<file path="config.mk">
export PLATFORM = sky130hd
export DESIGN_NAME = serial_frame_receiver_flat
export DESIGN_NICKNAME = d
export VERILOG_FILES = /design/src/rtl/serial_frame_receiver_if.sv /design/src/rtl/serial_frame_receiver.sv /design/src/flat_wrapper.sv
export SDC_FILE = /design/constraint.sdc
export NUM_CORES = 1
export LEC_CHECK = 0
export BUFFER_PORTS_ARGS = -buffer_cell sky130_fd_sc_hd__buf_2
export CORE_UTILIZATION = 55
export DETAILED_ROUTE_END_ITERATION = 10
export PLACE_DENSITY = 0.78
export SLEW_MARGIN = 20
export SYNTH_ARGS = -nofsm -noshare
export SYNTH_HDL_FRONTEND = slang
export SYNTH_SLANG_ARGS = --single-unit
</file>
<file path="constraint.sdc">
create_clock -name clk -period 4.1 [get_ports clk]
set_clock_uncertainty 0.1 [all_clocks]
set_input_delay 0.41 -clock clk [delete_from_list [all_inputs] [get_ports clk]]
set_output_delay 0.41 -clock clk [all_outputs]
set_load 0.005 [all_outputs]
</file>
<file path="src/rtl/serial_frame_receiver_if.sv">
// Bus between a serial bit source / word consumer and the serial frame receiver.
// The master drives the bit stream and consumer ready; the slave returns the received word and status.
interface serial_frame_receiver_if #(
    parameter int unsigned DATA_W = 8
);
    logic              en;
    logic              din;
    logic              ready;
    logic [DATA_W-1:0] data_out;
    logic              valid;
    logic              parity_err;
    logic              frame_err;
    logic              overrun;
    logic              busy;

    modport master (
        output en, din, ready,
        input  data_out, valid, parity_err, frame_err, overrun, busy
    );

    modport slave (
        input  en, din, ready,
        output data_out, valid, parity_err, frame_err, overrun, busy
    );
endinterface

</file>
<file path="src/rtl/serial_frame_receiver.sv">
// Strobed LSB-first serial frame receiver (start, DATA_W data bits, optional parity, stop)
// with a one-word valid/ready output holding register and a sticky overrun flag.
module serial_frame_receiver #(
    parameter int unsigned DATA_W     = 8,
    parameter int unsigned PARITY_EN  = 1,
    parameter int unsigned PARITY_ODD = 0
) (
    input  logic                    clk,
    input  logic                    rst,
    serial_frame_receiver_if.slave  bus
);
    localparam int unsigned CNT_W = $clog2(DATA_W);
    localparam logic [CNT_W-1:0] LAST_BIT = CNT_W'(DATA_W - 1);

    typedef enum logic [1:0] {IDLE, DATA, PARITY, STOP} state_t;

    state_t             state_q,     state_d;
    logic [CNT_W-1:0]   bitCnt_q,    bitCnt_d;
    logic [DATA_W-1:0]  shift_q,     shift_d;
    logic               parityBit_q, parityBit_d;
    logic [DATA_W-1:0]  data_q,      data_d;
    logic               valid_q,     valid_d;
    logic               parityErr_q, parityErr_d;
    logic               frameErr_q,  frameErr_d;
    logic               overrun_q,   overrun_d;
    logic               frameDone;
    logic               newParityErr;

    always_ff @(posedge clk) begin
        if (rst) begin
            state_q     <= IDLE;
            bitCnt_q    <= '0;
            shift_q     <= '0;
            parityBit_q <= 1'b0;
            data_q      <= '0;
            valid_q     <= 1'b0;
            parityErr_q <= 1'b0;
            frameErr_q  <= 1'b0;
            overrun_q   <= 1'b0;
        end else begin
            state_q     <= state_d;
            bitCnt_q    <= bitCnt_d;
            shift_q     <= shift_d;
            parityBit_q <= parityBit_d;
            data_q      <= data_d;
            valid_q     <= valid_d;
            parityErr_q <= parityErr_d;
            frameErr_q  <= frameErr_d;
            overrun_q   <= overrun_d;
        end
    end

    // The parity check uses the stored parity bit, so it is only meaningful once in STOP.
    assign newParityErr = (PARITY_EN != 0) &&
                          ((^shift_q ^ parityBit_q) != 1'(PARITY_ODD));

    always_comb begin
        state_d     = state_q;
        bitCnt_d    = bitCnt_q;
        shift_d     = shift_q;
        parityBit_d = parityBit_q;
        data_d      = data_q;
        valid_d     = valid_q;
        parityErr_d = parityErr_q;
        frameErr_d  = frameErr_q;
        overrun_d   = overrun_q;
        frameDone   = 1'b0;

        if (bus.en) begin
            case (state_q)
                IDLE: begin
                    if (!bus.din) begin
                        state_d  = DATA;
                        bitCnt_d = '0;
                    end
                end
                DATA: begin
                    shift_d = {bus.din, shift_q[DATA_W-1:1]};
                    if (bitCnt_q == LAST_BIT) begin
                        state_d = (PARITY_EN != 0) ? PARITY : STOP;
                    end else begin
                        bitCnt_d = bitCnt_q + CNT_W'(1);
                    end
                end
                PARITY: begin
                    parityBit_d = bus.din;
                    state_d     = STOP;
                end
                STOP: begin
                    frameDone = 1'b1;
                    state_d   = IDLE;
                end
                default: state_d = IDLE;
            endcase
        end

        // A consumer taking the held word on the completion edge makes room for the new one.
        if (frameDone) begin
            if (!valid_q || bus.ready) begin
                data_d      = shift_q;
                parityErr_d = newParityErr;
                frameErr_d  = !bus.din;
                valid_d     = 1'b1;
            end else begin
                overrun_d = 1'b1;
            end
        end else if (valid_q && bus.ready) begin
            valid_d = 1'b0;
        end
    end

    assign bus.data_out   = data_q;
    assign bus.valid      = valid_q;
    assign bus.parity_err = parityErr_q;
    assign bus.frame_err  = frameErr_q;
    assign bus.overrun    = overrun_q;
    assign bus.busy       = (state_q != IDLE);
endmodule

</file>
<file path="src/flat_wrapper.sv">
// flat-port wrapper written by rule: the top's interface ports become plain ports
module serial_frame_receiver_flat 
#(
    parameter int unsigned DATA_W     = 8,
    parameter int unsigned PARITY_EN  = 1,
    parameter int unsigned PARITY_ODD = 0
)
  (clk, rst, bus_en, bus_din, bus_ready, bus_data_out, bus_valid, bus_parity_err, bus_frame_err, bus_overrun, bus_busy);
  serial_frame_receiver_if #(.DATA_W(DATA_W)) bus_i ();
  input  logic clk;
  input  logic rst;
  input wire logic [$bits(bus_i.en)-1:0] bus_en;
  input wire logic [$bits(bus_i.din)-1:0] bus_din;
  input wire logic [$bits(bus_i.ready)-1:0] bus_ready;
  output wire logic [$bits(bus_i.data_out)-1:0] bus_data_out;
  output wire logic [$bits(bus_i.valid)-1:0] bus_valid;
  output wire logic [$bits(bus_i.parity_err)-1:0] bus_parity_err;
  output wire logic [$bits(bus_i.frame_err)-1:0] bus_frame_err;
  output wire logic [$bits(bus_i.overrun)-1:0] bus_overrun;
  output wire logic [$bits(bus_i.busy)-1:0] bus_busy;
  assign bus_i.en = bus_en;
  assign bus_i.din = bus_din;
  assign bus_i.ready = bus_ready;
  assign bus_data_out = bus_i.data_out;
  assign bus_valid = bus_i.valid;
  assign bus_parity_err = bus_i.parity_err;
  assign bus_frame_err = bus_i.frame_err;
  assign bus_overrun = bus_i.overrun;
  assign bus_busy = bus_i.busy;
  serial_frame_receiver #(.DATA_W(DATA_W), .PARITY_EN(PARITY_EN), .PARITY_ODD(PARITY_ODD)) u_core (.clk(clk), .rst(rst), .bus(bus_i));
endmodule
</file>
* Word level (Yosys, flattened, before mapping) *
Cells that the tools add are included.

operators by class
  add/sub/neg operators = 1
  equal/unequal tests = 8
  muxes and demuxes = 11
  bitwise logic cells = 2
  reduce and logical (&&, ||, !) cells = 16

operator list
  operator             count
  $reduce_and 2->1     5
  $pmux 2 s4           1
  $reduce_xor 8->1     1
  $mux 3               2
  $ne 2x2->1 const B   3
  $pmux 3 s2           1
  $reduce_bool 2->1    3
  $mux 1               5
  $eq 2x2->1 const B   2
  $mux 2               2
  $reduce_and 4->1     1
  $add 3x1->3 const B  1
  $eq 3x3->1 const B   1
  $reduce_and 3->1     1
  $eq 2x1->1 const B   1
  $logic_not 1->1      2
  $logic_not 2->1      1
  $ne 2x1->1 const B   1
  $logic_and 1x1->1    1
  $logic_or 1x1->1     1
  $not 1->1            1
  $xor 1x1->1          1

storage, ports and cells
  flip-flop bits (word level) = 26
  input bits = 5
  output and inout port bits = 13
  word-level logic and storage cells = 47

* Depth between registers and ports, before layout *
  depth after elaboration = 5
  gate-level depth with buffers = 6

* Worst setup path before layout *
Ideal clock, no wire load.

  kind = flip-flop to flip-flop
  start point = register u_core.state_q[0]
  end point = register u_core.bitCnt_q[0]
  arrival = 1188 ps
  required time = 3872 ps
  setup slack = 2685 ps
  stages on the path, launching flop included = 7
  path buffers = 0
  period minus slack after synthesis = 1415 ps
  path through = dfxtp_1 inv_1 ha_1 a21boi_2 o211ai_1 mux2i_1 nor2_1

on the way
  cells in the longest elaborated chain, start to end = 3
  elaborated cells between the ends (all ways) = 7

ends and longest elaborated chain
  element                                                           line                         text
  start: declaration                                                serial_frame_receiver.sv:17  state_t state_q, state_d;
  start signal: assignment                                          serial_frame_receiver.sv:41  state_q <= state_d;
  $eq 2x1->1 / $logic_not 2->1 (equally long branches)              serial_frame_receiver.sv:70  case (state_q)
  $ne 2x2->1 (no line) / $reduce_bool 2->1 (equally long branches)  -
  $reduce_and 4->1 (no line)                                        -
  end signal: assignment                                            serial_frame_receiver.sv:42  bitCnt_q <= bitCnt_d;
  end: declaration                                                  serial_frame_receiver.sv:18  logic [CNT_W-1:0] bitCnt_q, bitCnt_d;

Parallel ways exist; a longest one is shown, timed or not.
A chain may end at the register's enable or synchronous reset.

* Worst setup path after layout *
  start point = register u_core.state_q[1]
  end point = register u_core.parityErr_q, in the netlist u_core.bus.parity_err

on the way
  cells in the longest elaborated chain, start to end = 4

ends and longest elaborated chain
  element                     line                         text
  $eq 2x2->1                  serial_frame_receiver.sv:70
  $mux 1                      serial_frame_receiver.sv:70
  $mux 1                      serial_frame_receiver.sv:69  if (bus.en) begin
  $reduce_and 2->1 (no line)  -
  end signal: assignment      serial_frame_receiver.sv:47  parityErr_q <= parityErr_d;
  end: declaration            serial_frame_receiver.sv:23  logic parityErr_q, parityErr_d;

No other way between the ends.

==> flow_metrics.py <==
metrics = {
    "synth": {
        "synth_top_family_by_area": "simple AND/OR/NAND/NOR gates",
        "syn_avg_cell_area_um2": 8.43,
        "netlist.area_leader.share": 0.461,
        "synth_cell_types": 25,
        "synth_top_cell_by_area": "dfxtp_1",
        "synth_seq_cells": 26,
        "synthXorXnorAreaFrac": 0.0631,
        "synth-adder-area-share": 0.0664,
        "seq_area_frac_synth": 0.461,
        "synth-simple-area-share": 0.210,
        "synth_compound_area_frac": 0.144,
        "syn_inst": 134,
        "yosysWarnings": 0,
        "synth_fp_nets": 145,
        "syn_area_mm2": 0.00113,
        "muxShareOfSynthArea": 0.0177,
        "synth_area_leaders": "dfxtp_1 (46%), nand2_1 (11%), a21oi_1 (9.3%), ha_1 (6.6%), nand3_1 (5.3%)",
    },
    "clock_network": {
        "cts_setup_buffers": 0,
        "cts.hold.buffers_added": 0,
        "clk_path_buf_depth": 2,
        "cts_max_level": 1,
        "clkSlewWorstSetupHoldPaths_ns": 0.14,
        "cts_tree": "built",
        "clk_latency_ns": 0.32,
        "cts.sinks": 26,
        "cts-resized-gates": 0,
        "numCtsBuffers": 3,
        "cts-root-buf": "clkbuf_4",
    },
    "placed_design": {
        "portBuffers": 17,
        "hpwlAfterDp_mm": 1.43,
        "gp_congestion": 0.790,
        "place_area_mm2": 0.00122,
    },
    "sta": {
        "rsz0062_at_grt": "no",
        "hold_viol": 0,
        "max_freq_mhz": 576,
        "tightest_slew_ns": 0.654,
        "max_slew_margin": 0.563,
        "whs_ns": 0.220,
        "timing.final.crit_share": 0.424,
        "final-setup-viol-count": 0,
        "drv_slew": 0,
        "min_period_ns": 1.74,
        "tns_ns": 0,
    },
    "run_status": {
        "outcome": "completed",
    },
    "global_route": {
        "grt.total_usage": 0.213,
        "grt_pass1_vias": 786,
        "grt_pass1_wl_mm": 3.35,
        "grt_max_degree": 28,
        "overflow": 0,
        "antenna_found_initial": 0,
    },
    "final_layout": {
        "fin_nets": 161,
        "layout_commonest_cell": "nand2_1",
        "drive_gt1_frac": 0.154,
        "n_antenna_cell": 0,
        "area_growth_pct": 13.1,
        "final.fill_count": 177,
        "fin_util": 0.658,
        "final_cell_mix": "nand2_1 (33), dfxtp_1 (26), a21oi_1 (21), buf_2 (17), nand3_1 (12)",
        "postLayoutCellArea_mm2": 0.00128,
    },
    "drt": {
        "viasPerCell": 5.22,
        "drc": 0,
        "wl_per_cell_um": 11.1,
        "drt-initial-drc-count": 18,
        "drt-total-wl_mm": 1.95,
        "ant_nets": 0,
        "route.vias.total": 919,
        "first_pass_iters": 4,
    },
    "die": {
        "die_x_um": 47.3,
        "core_mm2": 0.00194,
        "row_count": 16,
        "die_y_um": 47.3,
        "die_area_mm2": 0.00224,
        "initial_core_util": 0.582,
        "ios": 18,
    },
    "pwr": {
        "p_per_area_mw_per_mm2": 367,
        "power_frac_comb": 0.080,
        "p_leak_nw": 0.527,
        "p_switching_w": 0.000102,
        "ir_drop_uv": 267,
        "p_int_w": 0.000368,
        "netSwitchingFraction": 0.217,
        "p_clk_frac": 0.369,
        "seqPwrFrac": 0.551,
    },
    "setup_path": {
        "end_kind": "register",
        "critPathArrivalTime_ns": 1.90,
        "ff2ff_path_depth": 5,
        "worst_setup_path_start_kind": "register",
        "worstPathMaxFanout": 11,
        "critPathRequiredTime_ns": 4.26,
        "critPathKind": "reg -> reg",
    },
    "worst_hold_path": {
        "whs_path_depth": 2,
        "min_path_type": "in -> reg",
    },
    "job": {
        "cap_viol_max_count": 0,
    },
}
[Yosys cell counts (all sizes together)]
cell and count:
a211oi 1, a21boi 1, a21oi 21, a31oi 1, buf 2, clkbuf 4
dfxtp 26, ha 6, inv 5, mux2i 2, nand2 33, nand2b 1
nand3 12, nand4 2, nor2 6, nor2b 1, nor4 1, o211ai 2
o21ai 1, o21bai 1, xnor2 2, xnor3 2, xor2 1
[through the flow]
| step | total power [W] | setup slack [ns] | instances |
|---|---|---|---|
| 4_1_cts | 0.000473 | 2.36 | 176 |
| 2_1_floorplan | 0.000292 | 2.68 | 134 |
| 3_3_place_gp | 0.000300 | 2.38 | 172 |
| 6_report | 0.000469 | 2.36 | 176 |
| 5_1_grt | 0.000491 | 2.18 | 176 |
| 3_5_place_dp | 0.000302 | 2.28 | 172 |
[worst max-delay path, cell delays in order, from the launching register on]
cell and delay [ns]:
dfxtp_1 0.41, ha_1 0.21, nand2_1 0.10, nor2_1 0.53, nand3_1 0.18, o211ai_2 0.16
[power groups by stage]
| stage | registers [W] | logic, W | clock network [W] |
|---|---|---|---|
| detailed placement | 0.000264 | 0.0000378 | 0 |
| global placement | 0.000264 | 0.0000361 | 0 |
| CTS | 0.000259 | 0.0000378 | 0.000177 |
| floorplan | 0.000264 | 0.0000286 | 0 |
| finish | 0.000259 | 0.0000377 | 0.000173 |
| global route | 0.000259 | 0.0000434 | 0.000188 |
[registers in the layout (all words and copies together) (netlist names)]
register / flops
u_core.bus.parity_err: 1
u_core.parityBit_q: 1
u_core.bus.data_out: 8
u_core.bus.overrun: 1
u_core.bitCnt_q: 3
u_core.bus.frame_err: 1
u_core.shift_q: 8
u_core.bus.valid: 1
u_core.state_q: 2
[metal layers]
layer,up-vias,part of all wire,global-route usage
li1,484,-,-
met2,20,0.46,0.334
met4,0,0.011,0.0857
met1,411,0.49,0.284
met3,4,0.041,0.0462
met5,-,0,0
[final timing paths]
path                                       startpoint                                   to  slack [ns]
setup / recovery       u_core.state_q[1]$_SDFFE_PP0P_   u_core.bus.parity_err$_SDFFE_PP0P_        2.36
hold / removal                                bus_din    u_core.bus.frame_err$_SDFFE_PP0P_        0.22
setup reg to reg       u_core.state_q[1]$_SDFFE_PP0P_   u_core.bus.parity_err$_SDFFE_PP0P_        2.36
hold reg to reg   u_core.bus.data_out[7]$_SDFFE_PP0P_  u_core.bus.data_out[7]$_SDFFE_PP0P_        0.36
[area by class of cell]
| cell class | instances | area (µm²) | share of cell area |
|---|---|---|---|
| clock buffers | 3 | 22.5 | 0.0176 |
| clock inverters | 1 | 30.0 | 0.0235 |
| inverters | 5 | 18.8 | 0.0147 |
| multi-input cells | 97 | 567 | 0.444 |
| flip-flops and latches | 26 | 520 | 0.407 |
| well taps | 27 | 33.8 | 0.0264 |
| repair buffers | 17 | 85.1 | 0.0666 |
[cell families (layout without fill, tap and decap cells)]
group | Yosys count | in the layout
DFF | 26 | 26
and+or+nand+nor | 56 | 56
buffers and inverters | 11 | 26
muxes | 2 | 2
xor gates and xnor gates | 5 | 5
AOI/OAI and AO/OA | 28 | 28
adders and majority gates | 6 | 6
Note: power is estimated with default switching activity, not from simulation.
